**src/rtl/uart_pkg.sv**
```systemverilog
// Shared types for the UART receive path: parity modes, receiver states and
// the FIFO entry layout.
package uart_pkg;

    localparam int PARITY_NONE = 0;
    localparam int PARITY_EVEN = 1;
    localparam int PARITY_ODD  = 2;

    // Entries always carry 8 data bits; narrower frames are zero-extended.
    localparam int MAX_DATA_BITS = 8;

    typedef enum logic [2:0] {
        IDLE,
        START,
        DATA,
        PARITY,
        STOP,
        BRK
    } rx_state_e;

    typedef struct packed {
        logic                     parity_err;
        logic                     frame_err;
        logic [MAX_DATA_BITS-1:0] data;
    } rx_entry_t;

endpackage

```
**src/rtl/uart_rx_fifo.sv**
```systemverilog
// Generic synchronous show-ahead FIFO. The head is visible whenever the FIFO
// is non-empty; when empty the last popped word is presented so the read
// side holds steady instead of exposing stale storage.
module uart_rx_fifo #(
    parameter int WIDTH = 10,
    parameter int DEPTH = 16
) (
    input  logic                     clk,
    input  logic                     rst_n,
    input  logic                     push,
    input  logic [WIDTH-1:0]         wdata,
    input  logic                     pop,
    output logic [WIDTH-1:0]         rdata,
    output logic                     empty,
    output logic                     full,
    output logic [$clog2(DEPTH):0]   count
);

    localparam int AW = $clog2(DEPTH);

    logic [WIDTH-1:0] mem [DEPTH];
    logic [AW-1:0]    wr_ptr;
    logic [AW-1:0]    rd_ptr;
    logic [WIDTH-1:0] last_q;
    logic             do_push;
    logic             do_pop;

    assign empty   = (count == '0);
    assign full    = (count == (AW+1)'(DEPTH));
    assign do_pop  = pop && !empty;
    // A full FIFO still accepts a write when the head leaves on the same edge.
    assign do_push = push && (!full || do_pop);
    assign rdata   = empty ? last_q : mem[rd_ptr];

    // Storage array, written without reset (read path is masked while empty).
    always_ff @(posedge clk) begin
        if (do_push) mem[wr_ptr] <= wdata;
    end

    // Pointers, occupancy and the hold register for the empty case.
    always_ff @(posedge clk or negedge rst_n) begin
        if (!rst_n) begin
            wr_ptr <= '0;
            rd_ptr <= '0;
            count  <= '0;
            last_q <= '0;
        end else begin
            if (do_push) wr_ptr <= wr_ptr + 1'b1;
            if (do_pop) begin
                rd_ptr <= rd_ptr + 1'b1;
                last_q <= mem[rd_ptr];
            end
            case ({do_push, do_pop})
                2'b10:   count <= count + 1'b1;
                2'b01:   count <= count - 1'b1;
                default: count <= count;
            endcase
        end
    end

endmodule

```
**src/rtl/uart_rx_capture.sv**
```systemverilog
// Oversampling UART receiver: synchronises the line, centres sampling on
// each bit via a half-bit start delay, checks parity/stop and queues each
// frame with its error flags in a show-ahead FIFO.
module uart_rx_capture
    import uart_pkg::*;
#(
    parameter int CLKS_PER_BIT = 87,
    parameter int DATA_BITS    = 8,
    parameter int PARITY_MODE  = 0,
    parameter int STOP_BITS    = 1,
    parameter int FIFO_DEPTH   = 16
) (
    input  logic                          clk,
    input  logic                          rst_n,
    input  logic                          rx_i,
    output logic [DATA_BITS-1:0]          rx_data_o,
    output logic                          rx_frame_err_o,
    output logic                          rx_parity_err_o,
    output logic                          rx_valid_o,
    input  logic                          rx_ready_i,
    output logic                          rx_overflow_o,
    input  logic                          clr_err_i,
    output logic                          rx_busy_o,
    output logic [$clog2(FIFO_DEPTH):0]   fifo_count_o
);

    localparam int CNT_W = $clog2(CLKS_PER_BIT);
    localparam logic [CNT_W-1:0] FULL_RELOAD = CNT_W'(CLKS_PER_BIT - 1);
    localparam logic [CNT_W-1:0] HALF_RELOAD = CNT_W'(CLKS_PER_BIT / 2 - 1);

    logic                 rx_meta;
    logic                 rxs;
    rx_state_e            state;
    logic [CNT_W-1:0]     baud_cnt;
    logic [2:0]           bit_cnt;
    logic [DATA_BITS-1:0] shreg;
    logic                 par_err_q;
    logic                 frame_err_q;
    logic                 stop_hi_q;
    logic                 tick;
    logic                 last_stop;
    logic                 push;
    logic                 pop;
    logic                 drop;
    logic                 fifo_empty;
    logic                 fifo_full;
    rx_entry_t            push_entry;
    rx_entry_t            head;

    assign tick      = (baud_cnt == '0);
    assign last_stop = (bit_cnt == 3'(STOP_BITS - 1));
    assign push      = (state == STOP) && tick && last_stop;
    assign pop       = rx_valid_o && rx_ready_i;
    assign drop      = push && fifo_full && !pop;

    // Two-flop synchroniser; idles high so reset never looks like a start bit.
    always_ff @(posedge clk or negedge rst_n) begin
        if (!rst_n) begin
            rx_meta <= 1'b1;
            rxs     <= 1'b1;
        end else begin
            rx_meta <= rx_i;
            rxs     <= rx_meta;
        end
    end

    // Frame FSM with baud counter; the final stop sample itself is folded
    // into the pushed entry so the write lands on that same edge.
    always_ff @(posedge clk or negedge rst_n) begin
        if (!rst_n) begin
            state       <= IDLE;
            baud_cnt    <= '0;
            bit_cnt     <= '0;
            shreg       <= '0;
            par_err_q   <= 1'b0;
            frame_err_q <= 1'b0;
            stop_hi_q   <= 1'b0;
        end else begin
            if (state != IDLE && state != BRK)
                baud_cnt <= tick ? FULL_RELOAD : baud_cnt - 1'b1;
            unique case (state)
                IDLE: if (!rxs) begin
                    state       <= START;
                    baud_cnt    <= HALF_RELOAD;
                    bit_cnt     <= '0;
                    par_err_q   <= 1'b0;
                    frame_err_q <= 1'b0;
                    stop_hi_q   <= 1'b0;
                end
                START: if (tick) state <= rxs ? IDLE : DATA;
                DATA: if (tick) begin
                    shreg <= {rxs, shreg[DATA_BITS-1:1]};
                    if (bit_cnt == 3'(DATA_BITS - 1)) begin
                        bit_cnt <= '0;
                        state   <= (PARITY_MODE != PARITY_NONE) ? PARITY : STOP;
                    end else begin
                        bit_cnt <= bit_cnt + 1'b1;
                    end
                end
                PARITY: if (tick) begin
                    par_err_q <= ((^shreg) ^ rxs) != (PARITY_MODE == PARITY_ODD);
                    state     <= STOP;
                end
                STOP: if (tick) begin
                    if (!rxs) frame_err_q <= 1'b1;
                    else      stop_hi_q   <= 1'b1;
                    if (last_stop)
                        state <= (shreg == '0 && !stop_hi_q && !rxs) ? BRK : IDLE;
                    else
                        bit_cnt <= bit_cnt + 1'b1;
                end
                BRK: if (rxs) state <= IDLE;
                default: state <= IDLE;
            endcase
        end
    end

    // Entry assembled from the current stop sample plus accumulated flags.
    always_comb begin
        push_entry                      = '0;
        push_entry.parity_err           = par_err_q;
        push_entry.frame_err            = frame_err_q | ~rxs;
        push_entry.data[DATA_BITS-1:0]  = shreg;
    end

    // Sticky overflow; a drop in the same cycle as a clear keeps it set.
    always_ff @(posedge clk or negedge rst_n) begin
        if (!rst_n)         rx_overflow_o <= 1'b0;
        else if (drop)      rx_overflow_o <= 1'b1;
        else if (clr_err_i) rx_overflow_o <= 1'b0;
    end

    uart_rx_fifo #(
        .WIDTH ($bits(rx_entry_t)),
        .DEPTH (FIFO_DEPTH)
    ) u_fifo (
        .clk   (clk),
        .rst_n (rst_n),
        .push  (push),
        .wdata (push_entry),
        .pop   (pop),
        .rdata (head),
        .empty (fifo_empty),
        .full  (fifo_full),
        .count (fifo_count_o)
    );

    assign rx_valid_o      = !fifo_empty;
    assign rx_data_o       = head.data[DATA_BITS-1:0];
    assign rx_frame_err_o  = head.frame_err;
    assign rx_parity_err_o = head.parity_err;
    assign rx_busy_o       = (state != IDLE);

endmodule

```
**config.mk**
```make
export PLATFORM = sky130hd
export DESIGN_NAME = uart_rx_capture
export DESIGN_NICKNAME = d
export VERILOG_FILES = /design/src/rtl/uart_pkg.sv /design/src/rtl/uart_rx_fifo.sv /design/src/rtl/uart_rx_capture.sv
export SDC_FILE = /design/constraint.sdc
export NUM_CORES = 1
export LEC_CHECK = 0
export ABC_AREA = 1
export BUFFER_PORTS_ARGS = -buffer_cell sky130_fd_sc_hd__buf_2
export CORE_ASPECT_RATIO = 1.1
export CORE_MARGIN = 4
export CORE_UTILIZATION = 65
export CTS_CLUSTER_SIZE = 40
export DETAILED_ROUTE_END_ITERATION = 8
export PLACE_DENSITY = 0.82
export SLEW_MARGIN = 10
export SYNTH_ARGS = -nofsm -noshare
export SYNTH_HDL_FRONTEND = slang
export SYNTH_SLANG_ARGS = --single-unit
```
**constraint.sdc**
```tcl
create_clock -name clk -period 5.3 [get_ports clk]
set_clock_uncertainty 0.15 [all_clocks]
set_input_delay 0.53 -clock clk [delete_from_list [all_inputs] [get_ports clk]]
set_output_delay 0.53 -clock clk [all_outputs]
set_load 0.01 [all_outputs]
```
### Word-level counts from Yosys, hierarchy flattened

Memory sizes are Yosys's and may differ from the RTL's.
Cells that the tools add are included.

| cells by class | value |
|---|---|
| add/subtract/negate cells | 6 |
| multipliers | 0 |
| divide/modulo/power cells | 0 |
| $lt $le $gt $ge | 0 |
| equality and inequality tests | 21 |
| shifts and indexed selects | 0 |
| multiplexer cells | 36 |
| bitwise operators | 3 |
| reductions and logical operators | 34 |

Operator list:

| cell | number |
|---|---|
| $mux W3 | 14 |
| $mux W7 | 4 |
| $ne A2 B2 Y1 const B | 11 |
| $pmux W3 S6 | 1 |
| $logic_and A1 B1 Y1 | 10 |
| $mux W1 | 10 |
| $mux W10 | 1 |
| $pmux W5 S2 | 1 |
| $eq A3 B3 Y1 const B | 3 |
| $pmux W3 S3 | 1 |
| $add A4 B1 Y4 const B | 2 |
| $logic_not A8 Y1 | 1 |
| $reduce_and A4 Y1 | 2 |
| $reduce_and A8 Y1 | 1 |
| $reduce_bool A2 Y1 | 4 |
| $reduce_xor A8 Y1 | 1 |
| $logic_not A7 Y1 | 1 |
| $sub A7 B1 Y7 const B | 1 |
| $eq A3 B2 Y1 const B | 2 |
| $logic_not A3 Y1 | 2 |
| $pmux W1 S2 | 3 |
| $reduce_bool A3 Y1 | 2 |
| $add A5 B1 Y5 const B | 1 |
| $eq A5 B5 Y1 const B | 1 |
| 16 further kinds | 20 |

| storage, ports and cells | value |
|---|---|
| register bits after elaboration | 50 |
| bits in latches | 0 |
| memory bits (writable) | 160 |
| memory bits (read-only) | 0 |
| input bits | 5 |
| output and inout port bits | 18 |
| word-level logic and storage cells | 115 |
| memories kept | 1 |

Memories:

| name | depth | width | read ports | clocked after memory_dff | wr ports | line | source |
|---|---|---|---|---|---|---|---|
| u_fifo.mem | 16 | 10 | 1 | 0 | 1 | uart_rx_fifo.sv:21 | `logic [WIDTH-1:0] mem [DEPTH];` |

### Depth between registers and ports, before layout

Gate-level depths: netlist of the first run.

| depth | value |
|---|---|
| depth after elaboration | 8 |
| depth in mapped cells | 17 |
| depth with buffers taken out | 17 |

### Hierarchy

Synthesis of the first run repeated with hierarchy kept, for this count alone.

| unflattened totals | value |
|---|---|
| cell total of the unflattened synthesis | 1,005 |
| area total of the unflattened synthesis | 9,791.9 µm² |

By module, submodules not included:

| module | instances | cells each | area an instance (µm²) | sequential area each (µm²) |
|---|---|---|---|---|
| uart_rx_fifo | 1 | 796 | 8,147.8 | 5,380.2 |
| uart_rx_capture | 1 | 209 | 1,644.1 | 678.2 |

### Worst setup path before layout of the first run

No wires, ideal clock.

| timing | value |
|---|---|
| path kind | register to register |
| start | reg baud_cnt[0] |
| end | reg u_fifo.count[4] |
| setup time | 0.117 ns |
| arrival time | 2.303 ns |
| data required time | 5.033 ns |
| setup slack | 2.731 ns |
| stages on the path, launching flop included | 16 |
| path buffers | 0 |
| period minus slack after synthesis | 2.569 ns |
| cell sequence | dfrtp_1 -> inv_1 -> ha_1 -> inv_1 -> nor3_4 -> nand3_4 -> ha_1 -> xor2_1 -> ha_1 -> inv_1 -> nand2_1 -> nand3_1 -> nand2_1 -> xor2_1 -> nand2_1 -> nand2_1 |

| on the way | value |
|---|---|
| word-level cells in the longest chain between the ends | 6 |
| elaborated cells on any way between the ends | 8 |
| classes of those cells | 2 x eq/ne; 1 x mux; 5 x reduce/logical |

RTL lines:

| what | line | source |
|---|---|---|
| from (decl) | uart_rx_capture.sv:34 | `logic [CNT_W-1:0] baud_cnt;` |
| from (signal assigned) | uart_rx_capture.sv:80 | `baud_cnt <= tick ? FULL_RELOAD : baud_cnt - 1'b1;` |
| $logic_not A7 Y1 (*) | uart_rx_capture.sv:50 | `assign tick = (baud_cnt == '0);` |
| $logic_and A1 B1 Y1 (*) (2 in series) | uart_rx_capture.sv:52 | `assign push = (state == STOP) && tick && last_stop;` |
| $logic_and A1 B1 Y1 (*) | uart_rx_fifo.sv:32 | `assign do_push = push && (!full \|\| do_pop);` |
| $eq A2 B1 Y1 or $eq A2 B2 Y1 (tied branches) | uart_rx_fifo.sv:53 | `case ({do_push, do_pop})` |
| $pmux W5 S2 or $reduce_bool A2 Y1 (tied branches) | n/a |  |
| to (signal assigned) | uart_rx_fifo.sv:54 | `2'b10: count <= count + 1'b1;` |
| to (signal assigned) | uart_rx_fifo.sv:55 | `2'b01: count <= count - 1'b1;` |
| to (signal assigned) | uart_rx_fifo.sv:56 | `default: count <= count;` |
| to (decl) | uart_rx_fifo.sv:16 | `output logic [$clog2(DEPTH):0] count` |

Every way passes the cells marked *; elsewhere a longest branch is shown, timed or not.
A chain may end at the register's enable or synchronous reset.

### Final worst setup path of the first run

| timing | value |
|---|---|
| start | reg u_fifo.rd_ptr[1] |
| end | out rx_parity_err_o |

| on the way | value |
|---|---|
| word-level cells in the longest chain between the ends | 2 |

RTL lines:

| what | line | source |
|---|---|---|
| from (decl) | uart_rx_fifo.sv:23 | `logic [AW-1:0] rd_ptr;` |
| from (signal assigned) | uart_rx_fifo.sv:50 | `rd_ptr <= rd_ptr + 1'b1;` |
| $mem_v2 Z16 W10 | n/a |  |
| $mux W10 | uart_rx_fifo.sv:33 | `assign rdata = empty ? last_q : mem[rd_ptr];` |
| to (decl) | uart_rx_capture.sv:18 | `output logic rx_parity_err_o,` |

Every way passes these cells.

==> results of run 1 <==
flip-flops by register name, indices dropped and copies added, names as in the netlist:
| register | cells |
|---|---|
| u_fifo.wr_ptr | 4 |
| rx_overflow_o | 1 |
| rx_meta | 1 |
| shreg | 8 |
| par_err_q | 1 |
| state | 3 |
| frame_err_q | 1 |
| u_fifo.count | 5 |
| rxs | 1 |
| stop_hi_q | 1 |
| baud_cnt | 7 |
| u_fifo.mem | 160 |
| bit_cnt | 3 |
| u_fifo.last_q | 10 |
| u_fifo.rd_ptr | 4 |
worst max-delay path, stage by stage, from the launching register on:
cell	delay [ps]
dfrtp_1	360
buf_4	290
inv_1	930
buf_4	350
nand3_1	110
nand3_1	170
nand3_1	120
nand2_1	120
nand2_1	70
nand2_1	60
buf_2	120
per-stage QoR:
stage               instance area (um2)  power (uW)  setup slack (ps)  cells  hold slack [ps]
finish                            10600        5250              1420   1254            -9.90
floorplan                          9760        3370              2730   1035             84.4
detailed placement                 9980        3900              1570   1216              198
CTS                               10600        5240              1450   1254             10.7
global route                      10600        5580              1190   1254             46.2
global placement                   9980        3860              1740   1216              196
cell type report:
class                   count  area, um2  area share [%]
flip-flops and latches    210       6060            57.1
multi-input cells         612       2870            27.1
inverters                 175        662            6.24
clock buffers              27        558            5.26
well taps                 192        240            2.26
repair buffers             28        158            1.49
clock inverters            10       55.1           0.519
where the power goes:
part	switching, uW	total (uW)	internal [uW]
logic	1290	1890	594
registers	144	2020	1880
clock network	594	1340	746
repair_timing:
item,4_1_cts,5_1_grt
resized for setup,0,0
hold buffers,1,0
endpoints found under the hold margin,1,0
how the worst min path moves through the flow:
| stage | from | end | slack, ps | cells past startpoint |
|---|---|---|---|---|
| 3_5_place_dp | rx_meta | rxs | 200 | 0 |
| 5_1_grt | rst_n | u_fifo.last_q[5] | 50 | 2 |
| 6_report | rst_n | u_fifo.last_q[5] | -10 | 2 |
| 2_1_floorplan | rst_n | baud_cnt[0] | 80 | 0 |
| 3_3_place_gp | rx_meta | rxs | 200 | 0 |
| 4_1_cts | rst_n | u_fifo.last_q[5] | 10 | 2 |
routing by layer:
layer	GRT usage (%)	vias up	part of all wire, %
met3	3.16	48	6.9
li1	-	3336	-
met2	43.8	308	50
met5	0	-	0
met4	8.43	0	2.9
met1	33.5	3242	40
cell families (layout without fill, tap and decap cells):
| family | after synthesis | after routing | synth area share, % |
|---|---|---|---|
| simple gates | 545 | 545 | 24.0 |
| compound gates | 36 | 36 | 2.01 |
| flops | 210 | 210 | 62.1 |
| xor+xnor | 13 | 13 | 1.17 |
| buf+inv | 213 | 240 | 8.51 |
| fa+ha+maj | 18 | 18 | 2.31 |
cells in the final DEF, fill, tap and decap left out, types with 5 or more instances in the layout:
| master | instances |
|---|---|
| dfrtp_1 | 47 |
| nand2_1 | 345 |
| nor2_1 | 31 |
| edfxtp_1 | 160 |
| nand4_1 | 5 |
| buf_4 | 5 |
| buf_2 | 22 |
| o21ai_0 | 23 |
| nand3_1 | 143 |
| clkbuf_1 | 5 |
| clkinv_2 | 6 |
| inv_1 | 172 |
| nand2_4 | 5 |
| xor2_1 | 9 |
| ha_1 | 18 |
| clkbuf_16 | 21 |
==> flow_metrics.env, run 1 <==
export IMPL_die_h_um=137
export IMPL_grt_pass1_wl_mm=34.2
export IMPL_yosys_top_cells_area="edfxtp_1 49%, nand2_1 13%, dfrtp_1 12%, nand3_1 7.3%, inv_1 6.6%"
export IMPL_whs_ps=-9.90
export IMPL_post_route_util_pct=72.8
export IMPL_cp_arrival_ps=3200
export IMPL_synth_area_mm2=0.00976
export IMPL_insertion_delay_ps=510
export IMPL_layout_drive_gt1_share_pct=7.44
export IMPL_required_ps=4620
export IMPL_wl_per_cell_um=16.7
export IMPL_tightest_slew_ps=1180
export IMPL_fillers=992
export IMPL_crit_path_end="rx_parity_err_o"
export IMPL_diodes=0
export IMPL_setup_tns_ps=0
export IMPL_synth_top_cell_by_area="edfxtp_1"
export IMPL_fp_row_count=46
export IMPL_critical_path_class="reg -> out"
export IMPL_setup_viol=0
export IMPL_ios=23
export IMPL_worstHoldPathType="in -> async"
export IMPL_rsz0062_at_grt="false"
export IMPL_first_global_vias=6670
export IMPL_synth_edf_count=160
export IMPL_cts_buffers=21
export IMPL_synth_seq_area_share_pct=62.1
export IMPL_syn_inst=1035
export IMPL_drt_initial_drc_count=799
export IMPL_hold_viol=8
export IMPL_reg2reg_depth=16
export IMPL_power_density_mw_per_mm2=495
export IMPL_max_vdd_ir_drop_v=0.000247
export IMPL_violations="hold timing"
export IMPL_setup_worst_path_start="u_fifo.rd_ptr[1]"
export IMPL_vias_per_cell=5.53
export IMPL_grt_max_degree=83
export IMPL_finalCritPeriodShare_pct=73.2
export IMPL_htree_levels=1
export IMPL_die_area_mm2=0.0170
export IMPL_postCtsSetupRepairBufs=0
export IMPL_status="complete, but fails checks"
export IMPL_r2r_setup_slack_ps=1500
export IMPL_hpwl_mm=12.9
export IMPL_detail_route_antenna_nets=0
export IMPL_vias=6934
export IMPL_finalCriticalPeriod_ps=3880
export IMPL_synth_nets=1058
export IMPL_ys_top_cells_by_count="345 x nand2_1, 172 x inv_1, 160 x edfxtp_1"
export IMPL_reg2reg_to="u_fifo.count[4]"
export IMPL_gr_total_overflow=0
export IMPL_fmax_mhz=258
export IMPL_nets=1071
export IMPL_firstDrtPassIters=7
export IMPL_synthFlopType="edfxtp_1"
export IMPL_cap_violations=0
export IMPL_drc=0
export IMPL_ys_ff_latch=210
export IMPL_power_leakage_uw=0.00490
export IMPL_synth_top_area_share_pct=49.2
export IMPL_synthDistinctLibCells=37
export IMPL_chipWidth_um=125
export IMPL_routed_wl_mm=21.0
export IMPL_start_kind="flip-flop"
export IMPL_start_util_pct=67.0
export IMPL_syn2layout_area_growth_pct=8.64
export IMPL_cts_sinks=210
export IMPL_place_gp_congestion=0.859
export IMPL_cts_max_path_buffers=3
export IMPL_antenna_found_initial=0
export IMPL_tritoncts="done"
export IMPL_path_max_fanout=43
export IMPL_portBuffers=22
export IMPL_relSlewSlack_pct=21.1
export IMPL_core_area_mm2=0.0146
export IMPL_async_reset_ff_share_pct=23.8
export IMPL_cp_end_kind="primary output"
export IMPL_drv_slew=0
export IMPL_syn_area_per_cell_um2=9.43
export IMPL_yosysWarnings=0
export IMPL_yosysMostFrequentCell="nand2_1"
export IMPL_clkTransAtPathRegs_ps=60
export IMPL_grt_usage_pct=25.2
export IMPL_cts_root_buf="clkbuf_16"
export IMPL_worstReg2RegStart="u_fifo.count[0]"
Power figures use the tool's default switching activity.
==> run 2, diff against run 1 <==
CORE_UTILIZATION = 62   (was 65)
PLACE_DENSITY = 0.79   (was 0.82)
clock period = 3.9 ns   (was 5.3 ns; I/O delays follow)
==> run 2 against run 1 <==
The run now ends clean. Register-to-register slack worse by 800 ps. Combinational power up 37%. Die area is 4.5% higher. Sequential share of layout area is 0.52 points lower. Flip-flop and latch count unchanged. Final area rose by 0.92%. Largest power group unchanged. Clock power rose by 41%. Critical endpoint unchanged. Final cell count grew 1.0%. Setup slack got worse by 820 ps. Count of clock-buffer cells in the layout is 6 higher.
==> flow_metrics.env, run 2 (same netlist as run 1, synthesis figures left out) <==
export IMPL_firstDrtPassIters=6
export IMPL_rsz0062_at_grt="false"
export IMPL_placed_cells=1226
export IMPL_drc=0
export IMPL_cap_violations=0
export IMPL_grt_pass1_wl_mm=34.5
export IMPL_die_area_mm2=0.0178
export IMPL_portBuffers=22
export IMPL_antenna_found_initial=0
export IMPL_cp_arrival_ps=2760
export IMPL_nets=1079
export IMPL_final_common_cell="nand2_1"
export IMPL_cts_buffers=21
export IMPL_ios=23
export IMPL_cts_sinks=210
export IMPL_chipWidth_um=128
export IMPL_hold_viol=0
export IMPL_place_gp_congestion=0.873
export IMPL_top_register="u_fifo.mem"
export IMPL_cp_end_kind="primary output"
export IMPL_grt_max_degree=83
export IMPL_layout_common_cells="345 x nand2_1, 172 x inv_1, 160 x edfxtp_1"
export IMPL_relSlewSlack_pct=36.3
export IMPL_max_vdd_ir_drop_v=0.000423
export IMPL_layout_drive_gt1_share_pct=7.84
export IMPL_tightest_slew_ps=953
export IMPL_cts_root_buf="clkbuf_16"
export IMPL_vias=6921
export IMPL_worstHoldPathType="in -> async"
export IMPL_cts_max_path_buffers=3
export IMPL_finalCriticalPeriod_ps=3300
export IMPL_start_util_pct=64.1
export IMPL_power_leakage_uw=0.00495
export IMPL_first_global_vias=6636
export IMPL_hpwl_mm=13.3
export IMPL_reg_largest_list="u_fifo.mem (160), u_fifo.last_q (10), shreg (8)"
export IMPL_clkTransAtPathRegs_ps=60
export IMPL_syn2layout_area_growth_pct=9.64
export IMPL_fp_row_count=47
export IMPL_vias_per_cell=5.46
export IMPL_routed_wl_mm=21.2
export IMPL_setup_viol=0
export IMPL_grt_usage_pct=24.4
export IMPL_fillers=1115
export IMPL_required_ps=3360
export IMPL_diodes=0
export IMPL_fmax_mhz=303
export IMPL_largest_reg_flops=160
export IMPL_drt_initial_drc_count=744
export IMPL_critical_path_class="reg -> out"
export IMPL_power_density_mw_per_mm2=671
export IMPL_stdcell_count=1267
export IMPL_insertion_delay_ps=510
export IMPL_post_route_util_pct=70.3
export IMPL_die_h_um=140
export IMPL_cts_hold_buffers_added=3
export IMPL_status="finished, final reports clean"
export IMPL_wl_per_cell_um=16.7
export IMPL_core_area_mm2=0.0152
export IMPL_tritoncts="done"
export IMPL_path_max_fanout=38
export IMPL_htree_levels=1
export IMPL_drv_slew=0
export IMPL_start_kind="flip-flop"
export IMPL_postCtsSetupRepairBufs=0
export IMPL_cts_resized=0
export IMPL_setup_tns_ps=0
export IMPL_detail_route_antenna_nets=0
export IMPL_finalCritPeriodShare_pct=84.5
export IMPL_gr_total_overflow=0
run 2: cell types whose count changed in the layout (fill, tap and decap cells not counted), moves of 2 or more:
cell           change
buf_4              +6
clkinv_2           -2
dlygate4sd3_1      +2
clkbuf_1           +4
clkinv_1           -2
run 2: worst max-delay path, stage by stage (launching register included):
cell     delay [ps]
dfrtp_2         400
inv_2           520
buf_4           380
nand2_1         100
nand3_1         100
nand3_1         110
nand3_1         210
nand2_1         130
nand2_1          80
nand2_1          50
buf_2           130
run 2: report_power, final:
part / internal (uW) / switching (uW)
clock network: 1080 / 804
logic: 831 / 1760
registers: 2550 / 153
run 2: worst paths after layout:
| path | cells after the start | end | startpoint | slack, ps |
|---|---|---|---|---|
| setup / recovery | 10 | rx_parity_err_o | u_fifo.rd_ptr[0] | 600 |
| hold / removal | 2 | u_fifo.last_q[8] | rst_n | 200 |
| setup reg to reg | 17 | u_fifo.count[4] | u_fifo.count[0] | 700 |
| hold reg to reg | 0 | rxs | rx_meta | 210 |
| max in group asynchronous | 3 | rx_meta | rst_n | 2550 |
| min in group clk | 0 | rxs | rx_meta | 210 |
run 2: per-layer routing:
metal  up-vias  track usage [%]  wire (um)
met5         -                0          0
met4         0             8.66        560
met3        36             3.07       1550
met2       286             40.1      10400
met1      3253             33.9       8650
li1       3346                -          -
run 2: final cells by class:
| cell class | count | area (um2) | share of cell area (%) |
|---|---|---|---|
| flip-flops and latches | 210 | 6060 | 56.6 |
| multi-input cells | 612 | 2870 | 26.8 |
| inverters | 175 | 662 | 6.18 |
| clock buffers | 33 | 612 | 5.72 |
| well taps | 196 | 245 | 2.29 |
| repair buffers | 36 | 223 | 2.08 |
| clock inverters | 5 | 28.8 | 0.269 |
run 2: stage by stage:
stage          power (uW)  setup slack [ps]  cell area (um2)  hold slack [ps]
6_report             7180               604            10700              197
5_1_grt              7680               323            10700              214
4_1_cts              7200               630            10700              205
3_5_place_dp         5310               742            10000              199
3_3_place_gp         5260               860            10000              196
2_1_floorplan        4570              1330             9760            -55.6
==> run 3, diff against run 2 <==
ABC_AREA = 0   (was 1)
clock period = 3.4 ns   (was 3.9 ns; I/O delays follow)
==> run 3 against run 2 <==
Critical path depth is 3 lower. Global-route usage decreased by 2.5 points. Register-to-register slack lost 480 ps. Clock power is 17% higher. Sequential share of layout area up 3.5 points. Die area decreased by 6.3%. Setup slack worse by 440 ps. Power fell by 1.0%. Flip-flop and latch count stayed put. Worst hold slack got worse by 120 ps. Final area decreased by 5.8%. Critical endpoint is now rx_data_o[0]. Largest power group unchanged. Highest routed layer unchanged.
==> flow_metrics.env, run 3 <==
export IMPL_insertion_delay_ps=490
export IMPL_syn2layout_area_growth_pct=10.7
export IMPL_yosysMostFrequentCell="edfxtp_1"
export IMPL_worstHoldPathType="in -> reg"
export IMPL_chipWidth_um=124
export IMPL_start_kind="flip-flop"
export IMPL_htree_levels=1
export IMPL_detail_route_antenna_nets=0
export IMPL_finalCriticalPeriod_ps=3230
export IMPL_path_max_fanout=17
export IMPL_ios=23
export IMPL_yosys_top_cells_area="edfxtp_1 53%, dfrtp_1 13%, mux4_2 5.7%, mux4_1 3.7%, ha_1 2.5%"
export IMPL_layout_common_cells="160 x edfxtp_1, 54 x nand2_1, 47 x dfrtp_1"
export IMPL_crit_chain="buf_12 > mux4_1 > mux2i_1 > nand2_1 > o21ai_1 > o21ai_0 > buf_2"
export IMPL_vias_per_cell=6.16
export IMPL_whs_path_depth=5
export IMPL_rsz0062_at_grt="false"
export IMPL_synth_edf_count=160
export IMPL_tritoncts="done"
export IMPL_setup_tns_ps=0
export IMPL_slowest_delay_ps=640
export IMPL_largest_reg_flops=160
export IMPL_finalCritPeriodShare_pct=95.1
export IMPL_cp_end_kind="primary output"
export IMPL_drt_initial_drc_count=503
export IMPL_vias=5058
export IMPL_synth_top_cell_by_area="edfxtp_1"
export IMPL_first_global_vias=5022
export IMPL_syn_inst=583
export IMPL_cap_violations=0
export IMPL_firstDrtPassIters=5
export IMPL_reg2reg_depth=13
export IMPL_ys_ff_latch=210
export IMPL_place_gp_congestion=0.840
export IMPL_drv_slew=0
export IMPL_syn_area_per_cell_um2=15.6
export IMPL_start_util_pct=63.3
export IMPL_clkTransAtPathRegs_ps=60
export IMPL_critical_path_class="reg -> out"
export IMPL_power_density_mw_per_mm2=705
export IMPL_wl_per_cell_um=21.8
export IMPL_nets=639
export IMPL_cp_arrival_ps=2740
export IMPL_layout_drive_gt1_share_pct=20.0
export IMPL_setup_viol=0
export IMPL_synth_seq_area_share_pct=66.5
export IMPL_grt_usage_pct=21.9
export IMPL_die_area_mm2=0.0167
export IMPL_relSlewSlack_pct=50.7
export IMPL_fmax_mhz=309
export IMPL_portBuffers=22
export IMPL_crit_cells=7
export IMPL_path_buf_inv=2
export IMPL_synth_nets=606
export IMPL_max_vdd_ir_drop_v=0.000361
export IMPL_synth_top_area_share_pct=52.7
export IMPL_async_reset_ff_share_pct=23.8
export IMPL_reg_largest_list="u_fifo.mem (160), u_fifo.last_q (10), shreg (8)"
export IMPL_cp_slowest_cell="dfrtp_4"
export IMPL_diodes=0
export IMPL_cts_root_buf="clkbuf_16"
export IMPL_routed_wl_mm=17.9
export IMPL_cts_sinks=210
export IMPL_die_h_um=135
export IMPL_ys_top_cells_by_count="160 x edfxtp_1, 54 x nand2_1, 48 x dfrtp_1"
export IMPL_finalPower_uw=7110
export IMPL_yosysWarnings=0
export IMPL_grt_pass1_wl_mm=27.8
export IMPL_drc=0
export IMPL_fp_row_count=46
export IMPL_power_leakage_uw=0.00376
export IMPL_grt_max_degree=38
export IMPL_hpwl_mm=11.2
export IMPL_cts_max_path_buffers=3
export IMPL_antenna_found_initial=0
export IMPL_status="finished, final reports clean"
export IMPL_synthFlopType="edfxtp_1"
export IMPL_top_register="u_fifo.mem"
export IMPL_post_route_util_pct=70.1
export IMPL_cts_buffers=21
export IMPL_required_ps=2910
export IMPL_synthDistinctLibCells=60
export IMPL_core_area_mm2=0.0144
export IMPL_gr_total_overflow=0
export IMPL_final_common_cell="edfxtp_1"
export IMPL_hold_viol=0
export IMPL_crit_family="multiplexers"
export IMPL_tightest_slew_ps=737
export IMPL_synth_area_mm2=0.00911
==> run 3: changes by cell type in the layout (fill, tap and decap cells not counted), sizes merged, moves of 8 or more <==
| cell | previous run | this run |
|---|---|---|
| a21oi | 4 | 12 |
| and3 | 0 | 15 |
| inv | 176 | 23 |
| mux2 | 0 | 15 |
| mux2i | 0 | 15 |
| mux4 | 0 | 36 |
| nand2 | 353 | 55 |
| nand3 | 144 | 6 |
| nor2 | 36 | 24 |
| o21ai | 25 | 46 |
==> run 3: worst paths after layout <==
kind / end / slack, ps / start
setup / recovery: rx_data_o[0] / 170 / u_fifo.rd_ptr[2]
hold / removal: u_fifo.rd_ptr[1] / 80 / rx_ready_i
setup reg to reg: u_fifo.count[4] / 220 / baud_cnt[0]
hold reg to reg: rxs / 200 / rx_meta
max in group asynchronous: u_fifo.rd_ptr[2] / 2070 / rst_n
min in group asynchronous: bit_cnt[0] / 250 / rst_n
==> run 3: per-stage QoR <==
step / area [um2] / cells / hold WS (ps) / setup WS (ps)
CTS: 10100 / 820 / 72.9 / 31.3
floorplan: 9110 / 583 / -106 / 359
global route: 10100 / 821 / 101 / 5.10
finish: 10100 / 821 / 76.8 / 166
detailed placement: 9380 / 781 / 198 / 236
global placement: 9380 / 781 / 197 / 400
==> run 3: report_power, final <==
| part | total [uW] | internal [uW] | switching [uW] |
|---|---|---|---|
| registers | 3140 | 2880 | 259 |
| clock network | 2210 | 1320 | 894 |
| logic | 1760 | 855 | 900 |
==> run 3: cells by family after synthesis <==
| logic type | Yosys count | synth area share [%] |
|---|---|---|
| AO/OA/AOI/OAI | 80 | 5.48 |
| flip-flops | 210 | 66.5 |
| XOR/XNOR | 18 | 1.73 |
| adder cells (fa/ha/maj) | 18 | 2.47 |
| AND/OR/NAND/NOR | 137 | 7.64 |
| multiplexers | 66 | 12.9 |
| buffers and inverters | 54 | 3.25 |
==> run 3: per-layer routing <==
layer / share of wire, % / vias up / track usage [%]
li1: - / 2278 / -
met1: 41 / 2561 / 31.2
met2: 52 / 192 / 37.1
met3: 6.0 / 27 / 2.72
met4: 1.4 / 0 / 4.37
met5: 0 / - / 0
==> run 3: timing repair <==
item | CTS | global route
setup buffers | 0 | 1
endpoints found under the setup margin | 0 | 2
resized for setup | 0 | 1
hold buffers | 3 | 0
hold endpoints to repair | 27 | 0
==> run 3: final cells by class <==
| cell class | count | area (um2) |
|---|---|---|
| sequential | 210 | 6060 |
| timing repair buffer | 41 | 273 |
| inverter | 23 | 86.3 |
| fill | 906 | 4300 |
| tap | 192 | 240 |
| clock buffer | 30 | 609 |
| clock inverter | 6 | 57.6 |
| multi-input combinational | 319 | 2760 |
==> run 3: worst reg2reg max path: stages (launching register included) <==
cell     delay (ps)
dfrtp_1         400
inv_1           100
ha_1            140
nor3b_2         240
nand4_1         240
nor3b_4         260
inv_2           100
ha_1            310
xor2_1          190
ha_1            230
o211a_1         230
o31ai_1         220
a31oi_1          90
xor2_1          160
